==> src/rtl/booth_pkg.sv <==
// Shared types and Booth recoding for the parametrised sequential multiplier.
package booth_pkg;

  typedef enum logic [1:0] {
    IDLE,
    CALC,
    DONE
  } state_e;

  typedef enum logic [2:0] {
    OP_ZERO,
    OP_ADD1,
    OP_ADD2,
    OP_SUB1,
    OP_SUB2
  } op_e;

  // triplet = {Q[1], Q[0], q_1}; radix-2 only looks at the low pair.
  function automatic op_e booth_recode(input logic [2:0] triplet, input logic r4);
    op_e op;
    op = OP_ZERO;
    if (r4) begin
      case (triplet)
        3'b001, 3'b010: op = OP_ADD1;
        3'b011:         op = OP_ADD2;
        3'b100:         op = OP_SUB2;
        3'b101, 3'b110: op = OP_SUB1;
        default:        op = OP_ZERO;
      endcase
    end else begin
      case (triplet[1:0])
        2'b01:   op = OP_ADD1;
        2'b10:   op = OP_SUB1;
        default: op = OP_ZERO;
      endcase
    end
    return op;
  endfunction

endpackage

==> src/rtl/booth_mult_ctrl.sv <==
// Sequencer for the Booth multiplier: IDLE/CALC/DONE state and iteration count.
module booth_mult_ctrl
  import booth_pkg::*;
#(
  parameter int unsigned WIDTH = 16
) (
  input  logic clk,
  input  logic rst_n,
  input  logic start,
  input  logic mode_r4,
  output logic busy,
  output logic load_c,
  output logic iter_c,
  output logic finish_c
);

  localparam int unsigned CNT_W = $clog2(WIDTH + 1);
  localparam logic [CNT_W-1:0] K_R2 = CNT_W'(WIDTH);
  localparam logic [CNT_W-1:0] K_R4 = CNT_W'(WIDTH / 2);

  state_e           state;
  logic [CNT_W-1:0] cnt;

  // Strobes are combinational so the datapath captures operands on the accept edge.
  assign load_c   = (state == IDLE) && start;
  assign iter_c   = (state == CALC);
  assign finish_c = (state == DONE);

  always_ff @(posedge clk or negedge rst_n) begin
    if (!rst_n) begin
      state <= IDLE;
      cnt   <= '0;
      busy  <= 1'b0;
    end else begin
      case (state)
        IDLE: begin
          if (start) begin
            state <= CALC;
            cnt   <= mode_r4 ? K_R4 : K_R2;
            busy  <= 1'b1;
          end
        end
        CALC: begin
          cnt <= cnt - CNT_W'(1);
          if (cnt == CNT_W'(1)) begin
            state <= DONE;
          end
        end
        DONE: begin
          state <= IDLE;
          busy  <= 1'b0;
        end
        default: begin
          state <= IDLE;
          busy  <= 1'b0;
        end
      endcase
    end
  end

endmodule

==> src/rtl/booth_mult_param.sv <==
// Sequential signed Booth multiplier, radix-2 or radix-4 selectable per operation.
module booth_mult_param
  import booth_pkg::*;
#(
  parameter int unsigned WIDTH = 16
) (
  input  logic               clk,
  input  logic               rst_n,
  input  logic               start,
  input  logic               mode_r4,
  input  logic [WIDTH-1:0]   multiplicand,
  input  logic [WIDTH-1:0]   multiplier,
  output logic               busy,
  output logic               done,
  output logic [2*WIDTH-1:0] product
);

  localparam int unsigned AW = WIDTH + 2;
  localparam int unsigned SW = AW + WIDTH + 1;

  logic [AW-1:0]        acc;
  logic [AW-1:0]        m_ext;
  logic [AW-1:0]        addend;
  logic [AW-1:0]        acc_sum;
  logic [WIDTH-1:0]     q;
  logic                 q_1;
  logic                 r4;
  op_e                  op;
  logic signed [SW-1:0] cat_s;
  logic signed [SW-1:0] shifted_s;
  logic                 load_c;
  logic                 iter_c;
  logic                 finish_c;

  booth_mult_ctrl #(
    .WIDTH(WIDTH)
  ) u_ctrl (
    .clk      (clk),
    .rst_n    (rst_n),
    .start    (start),
    .mode_r4  (mode_r4),
    .busy     (busy),
    .load_c   (load_c),
    .iter_c   (iter_c),
    .finish_c (finish_c)
  );

  // One Booth step: add the recoded multiple, then arithmetic shift {A,Q,q_1}.
  always_comb begin
    op     = booth_recode({q[1], q[0], q_1}, r4);
    addend = '0;
    case (op)
      OP_ADD1: addend = m_ext;
      OP_ADD2: addend = m_ext << 1;
      OP_SUB1: addend = -m_ext;
      OP_SUB2: addend = -(m_ext << 1);
      default: addend = '0;
    endcase
    acc_sum   = acc + addend;
    cat_s     = {acc_sum, q, q_1};
    shifted_s = r4 ? (cat_s >>> 2) : (cat_s >>> 1);
  end

  always_ff @(posedge clk or negedge rst_n) begin
    if (!rst_n) begin
      acc   <= '0;
      q     <= '0;
      q_1   <= 1'b0;
      m_ext <= '0;
      r4    <= 1'b0;
    end else if (load_c) begin
      acc   <= '0;
      q     <= multiplier;
      q_1   <= 1'b0;
      m_ext <= {{2{multiplicand[WIDTH-1]}}, multiplicand};
      r4    <= mode_r4;
    end else if (iter_c) begin
      {acc, q, q_1} <= shifted_s;
    end
  end

  // Guard bits of A are dropped; the product lives in the low 2*WIDTH bits of {A,Q}.
  always_ff @(posedge clk or negedge rst_n) begin
    if (!rst_n) begin
      done    <= 1'b0;
      product <= '0;
    end else begin
      done <= finish_c;
      if (finish_c) begin
        product <= {acc[WIDTH-1:0], q};
      end
    end
  end

endmodule

==> config.mk <==
export PLATFORM = sky130hd
export DESIGN_NAME = booth_mult_param
export DESIGN_NICKNAME = d
export VERILOG_FILES = /design/src/rtl/booth_pkg.sv /design/src/rtl/booth_mult_ctrl.sv /design/src/rtl/booth_mult_param.sv
export SDC_FILE = /design/constraint.sdc
export NUM_CORES = 1
export LEC_CHECK = 0
export ABC_AREA = 1
export CAP_MARGIN = 20
export CORE_AREA = 3 3 105 147
export DETAILED_ROUTE_END_ITERATION = 6
export DIE_AREA = 0 0 108 150
export GPL_TIMING_DRIVEN = 1
export PLACE_DENSITY = 0.67
export SKIP_LAST_GASP = 1
export SLEW_MARGIN = 20
export SYNTH_ARGS = -nofsm -noshare
export SYNTH_HDL_FRONTEND = slang
export SYNTH_HIERARCHICAL = 1
export SYNTH_SLANG_ARGS = --single-unit
==> constraint.sdc <==
create_clock -name clk -period 3.35 [get_ports clk]
set_input_delay 0.5025 -clock clk [delete_from_list [all_inputs] [get_ports clk]]
set_output_delay 0.5025 -clock clk [all_outputs]
set_load 0.02 [all_outputs]
==> results.cfg <==
[clock_tree]
cts_buffers = 9
cts_tree = built
cts_max_level = 3
clk_root_buffer_cell = clkbuf_16
clkSinkCount = 92
hold_buffers = 0
cts_buffer_depth = 2
worst_skew_pair.late_latency_ns = 0.36
clk_pin_slew_ns = 0.08

[worst_setup_path]
worstPathArrival_ns = 3.47
path_cells = buf_4 > ha_1 > nand2_4 > nand2_4 > nand2_4 > clkinvlp_4 > buf_4 > a21oi_1 > o21ai_0 > ha_2 > nand2_1 > nor2_2 > nand2_1 > o211ai_1 > xnor2_1 > nand2_1 > nand3_1 > nand2_1
r2r_slack_ns = 0.12
cp_max_fo = 6
crit_buf_inv = 3
endpoint_kind = flop
worstSetupPathType = flop to flop
critical_path_depth = 18
r2r-end = acc[8]
cp_top_family = simple AND/OR/NAND/NOR gates
ff2ff_path_depth = 18
startpoint_type = flop
cp-startpoint = q[0]
crit_slowest_cell = dfrtp_2
required_ns = 3.59
cp_slowest_stage_delay_ns = 0.45
crit_path_end = acc[8]
timing.rr.start = q[0]
path_common_cell = nand2_1

[timing]
rsz0062_at_grt = yes
final-hold-violation-count = 0
timing.fmax_mhz = 310
clock-skew-final_ns = 0.0109
slew_headroom_pct = 40.5
worst-slew-pin-transition_ns = 0.891
finalCriticalPeriod_ns = 3.23
finalCritPeriodShare_pct = 96.4
drv_slew = 0
setup-violations-final = 0
holdWs_ns = 0.197

[yosys]
yosys_warnings = 6
syn_nets = 792
synth-edff-count = 0
synth_compound_area_share_pct = 15.5
synth_xor_area_share_pct = 3.43
synth.distinct_cells = 40
synth-seq-cells = 92
synthMuxAreaShare_pct = 3.00
ys_seq_area_share_pct = 41.0
synthFlopType = dfrtp_1
avgSynthCellArea_um2 = 7.70
syn_inst = 730
synth-simple-area-share_pct = 24.5
synth_area_mm2 = 0.00562
synthArstFlopShare_pct = 100
yosys.area_share.adder_pct = 5.92
synth_top_family_by_area = simple AND/OR/NAND/NOR gates

[final_layout]
fin_cells = 1023
nNetsFinal = 891
n_antenna_cell = 0
syn_to_final_growth_pct = 31.0
post-route-util_pct = 51.2
seq_area_mm2 = 0.00230
drive_gt1_share_pct = 17.7
fillCellCount = 1388
multi_input_area_mm2 = 0.00321

[detailed_routing]
drtAntennaViolNets = 0
drtIter0Drc = 227
vias = 5231
drcViolationCount = 0
via_per_inst = 5.11
post_drt_wl_per_cell_um = 14.6
first_pass_iters = 4
drt_wl_total_um = 14900

[die]
dieHeight_um = 150
ios = 70
die_area_mm2 = 0.0162
die_x_um = 108
start_util_pct = 39.1
rows = 52
coreArea_mm2 = 0.0144

[global_routing]
grt_pass1_wl_um = 24400
antenna_found_initial = 0
grtUsageTotal_pct = 19.0
grt_pass1_vias = 5150
overflow = 0
grt_max_degree = 54

[placed_design]
portBuffers = 69
hpwl_um = 10900
place_congestion = 0.963
placed_cells = 994

[job]
maxCapViolCount = 0

[worst_hold_path]
hold_path.class = primary input to async pin

[status]
run_status = complete, no violations
cell families (layout without fill, tap and decap cells):
logic type                 after synthesis  in the layout
AOI/OAI and AO/OA                      148            148
xor gates and xnor gates                22             22
adders and majority gates               26             26
buffers and inverters                   98            202
DFF                                     92             92
muxes                                   15             15
and+or+nand+nor                        329            329
final cells by class:
type / instances / share of cell area, %
Multi-Input combinational cell: 540 / 43.5
Sequential cell: 92 / 31.3
Timing Repair Buffer: 113 / 14.0
Inverter: 73 / 3.84
Tap cell: 189 / 3.21
Clock buffer: 9 / 3.06
Clock inverter: 7 / 1.07
layer usage:
metal | vias to the layer above | wire length [um] | GRT usage (%)
met5 | - | 0 | 0
met1 | 2471 | 6050 | 21.8
met3 | 26 | 476 | 2.93
met4 | 0 | 371 | 7.77
li1 | 2644 | - | -
met2 | 90 | 8000 | 34.9
stage by stage:
| step | setup WS (ns) | TNS (ns) | instance area, um2 |
|---|---|---|---|
| after floorplan | 0.363 | 0 | 5620 |
| after global placement | 0.0808 | 0 | 6710 |
| after detailed placement | -0.00102 | -0.00102 | 6710 |
| after CTS | 0.00902 | 0 | 7020 |
| after global routing | -0.0776 | -0.351 | 7370 |
| final | 0.122 | 0 | 7370 |
registers in the layout, summed over array words and instances (netlist names):
register      flops
q                16
product          32
m_ext            16
u_ctrl/busy       1
q_1               1
u_ctrl/cnt        5
r4                1
acc              17
u_ctrl/state      2
done              1
layout by cell type, fill, tap and decap left out, types with 3 or more instances in the layout:
master and n:
a21oi_1 35, nand3_1 38, nand2_4 5, inv_1 63, nand3_2 3, mux2_2 15
ha_2 4, a21oi_2 7, dfrtp_1 91, clkdlybuf4s50_1 68, o21ai_1 5, inv_2 5
ha_4 3, o22ai_1 13, o221ai_1 17, nor2_1 64, nor2_2 12, xor2_1 11
buf_4 43, ha_1 18, o21ai_0 51, nand2_1 181, xnor2_1 10, o221ai_2 4
clkbuf_16 9, nand3b_1 3, nand2_2 9, nand4_1 3
worst min-delay path by stage:
stage / to / slack [ns] / start / cells after the start
after CTS: m_ext[9] / 0.22 / rst_n / 1
after floorplan: acc[0] / 0.21 / rst_n / 0
after global placement: product[25] / 0.49 / product[25] / 1
final: m_ext[9] / 0.20 / rst_n / 1
after detailed placement: product[25] / 0.49 / product[25] / 1
after global routing: m_ext[14] / 0.26 / rst_n / 1
synthesized netlist by cell type (2+ instances only):
cell      instances  area [um2]
o211ai_1          2        15.0
nand2_2           4        25.0
o21ai_0          57         285
buf_1             2        7.51
buf_2             2        10.0
nand3b_1          3        22.5
nor2_1           72         270
o221ai_1         21         184
mux2_2           15         169
inv_1            65         244
a22oi_1           4        30.0
a21o_1            2        15.0
xnor2_1          11        96.3
nor2_2            5        31.3
a31oi_1           2        12.5
clkbuf_1         21        78.8
o21ai_2           2        17.5
nand2_1         190         713
nor3_1            4        20.0
dfrtp_1          92        2300
inv_2             4        15.0
nand3_1          41         205
xor2_1           11        96.3
a21oi_1          42         210
clkinv_1          3        11.3
o22ai_1          13        81.3
nand4_1           3        18.8
ha_1             25         313
worst register-to-register path, cell delays in order, from the launching register on:
cell and delay [ns]:
dfrtp_2 0.45, buf_4 0.15, ha_1 0.23, nand2_4 0.12
nand2_4 0.08, nand2_4 0.08, clkinvlp_4 0.13, buf_4 0.17
a21oi_1 0.13, o21ai_0 0.13, ha_2 0.42, nand2_1 0.10
nor2_2 0.13, nand2_1 0.11, o211ai_1 0.29, xnor2_1 0.21
nand2_1 0.08, nand3_1 0.08, nand2_1 0.05
what timing repair did:
| item | in CTS | in global routing |
|---|---|---|
| setup buffers | 0 | 13 |
| gates cloned | 0 | 0 |
| resized for setup | 1 | 66 |
| pin swaps | 0 | 31 |
| setup endpoints to repair | 1 | 15 |
Power is not shown: default switching activity piles up to over one toggle a cycle in this logic, so the estimate is an artifact.
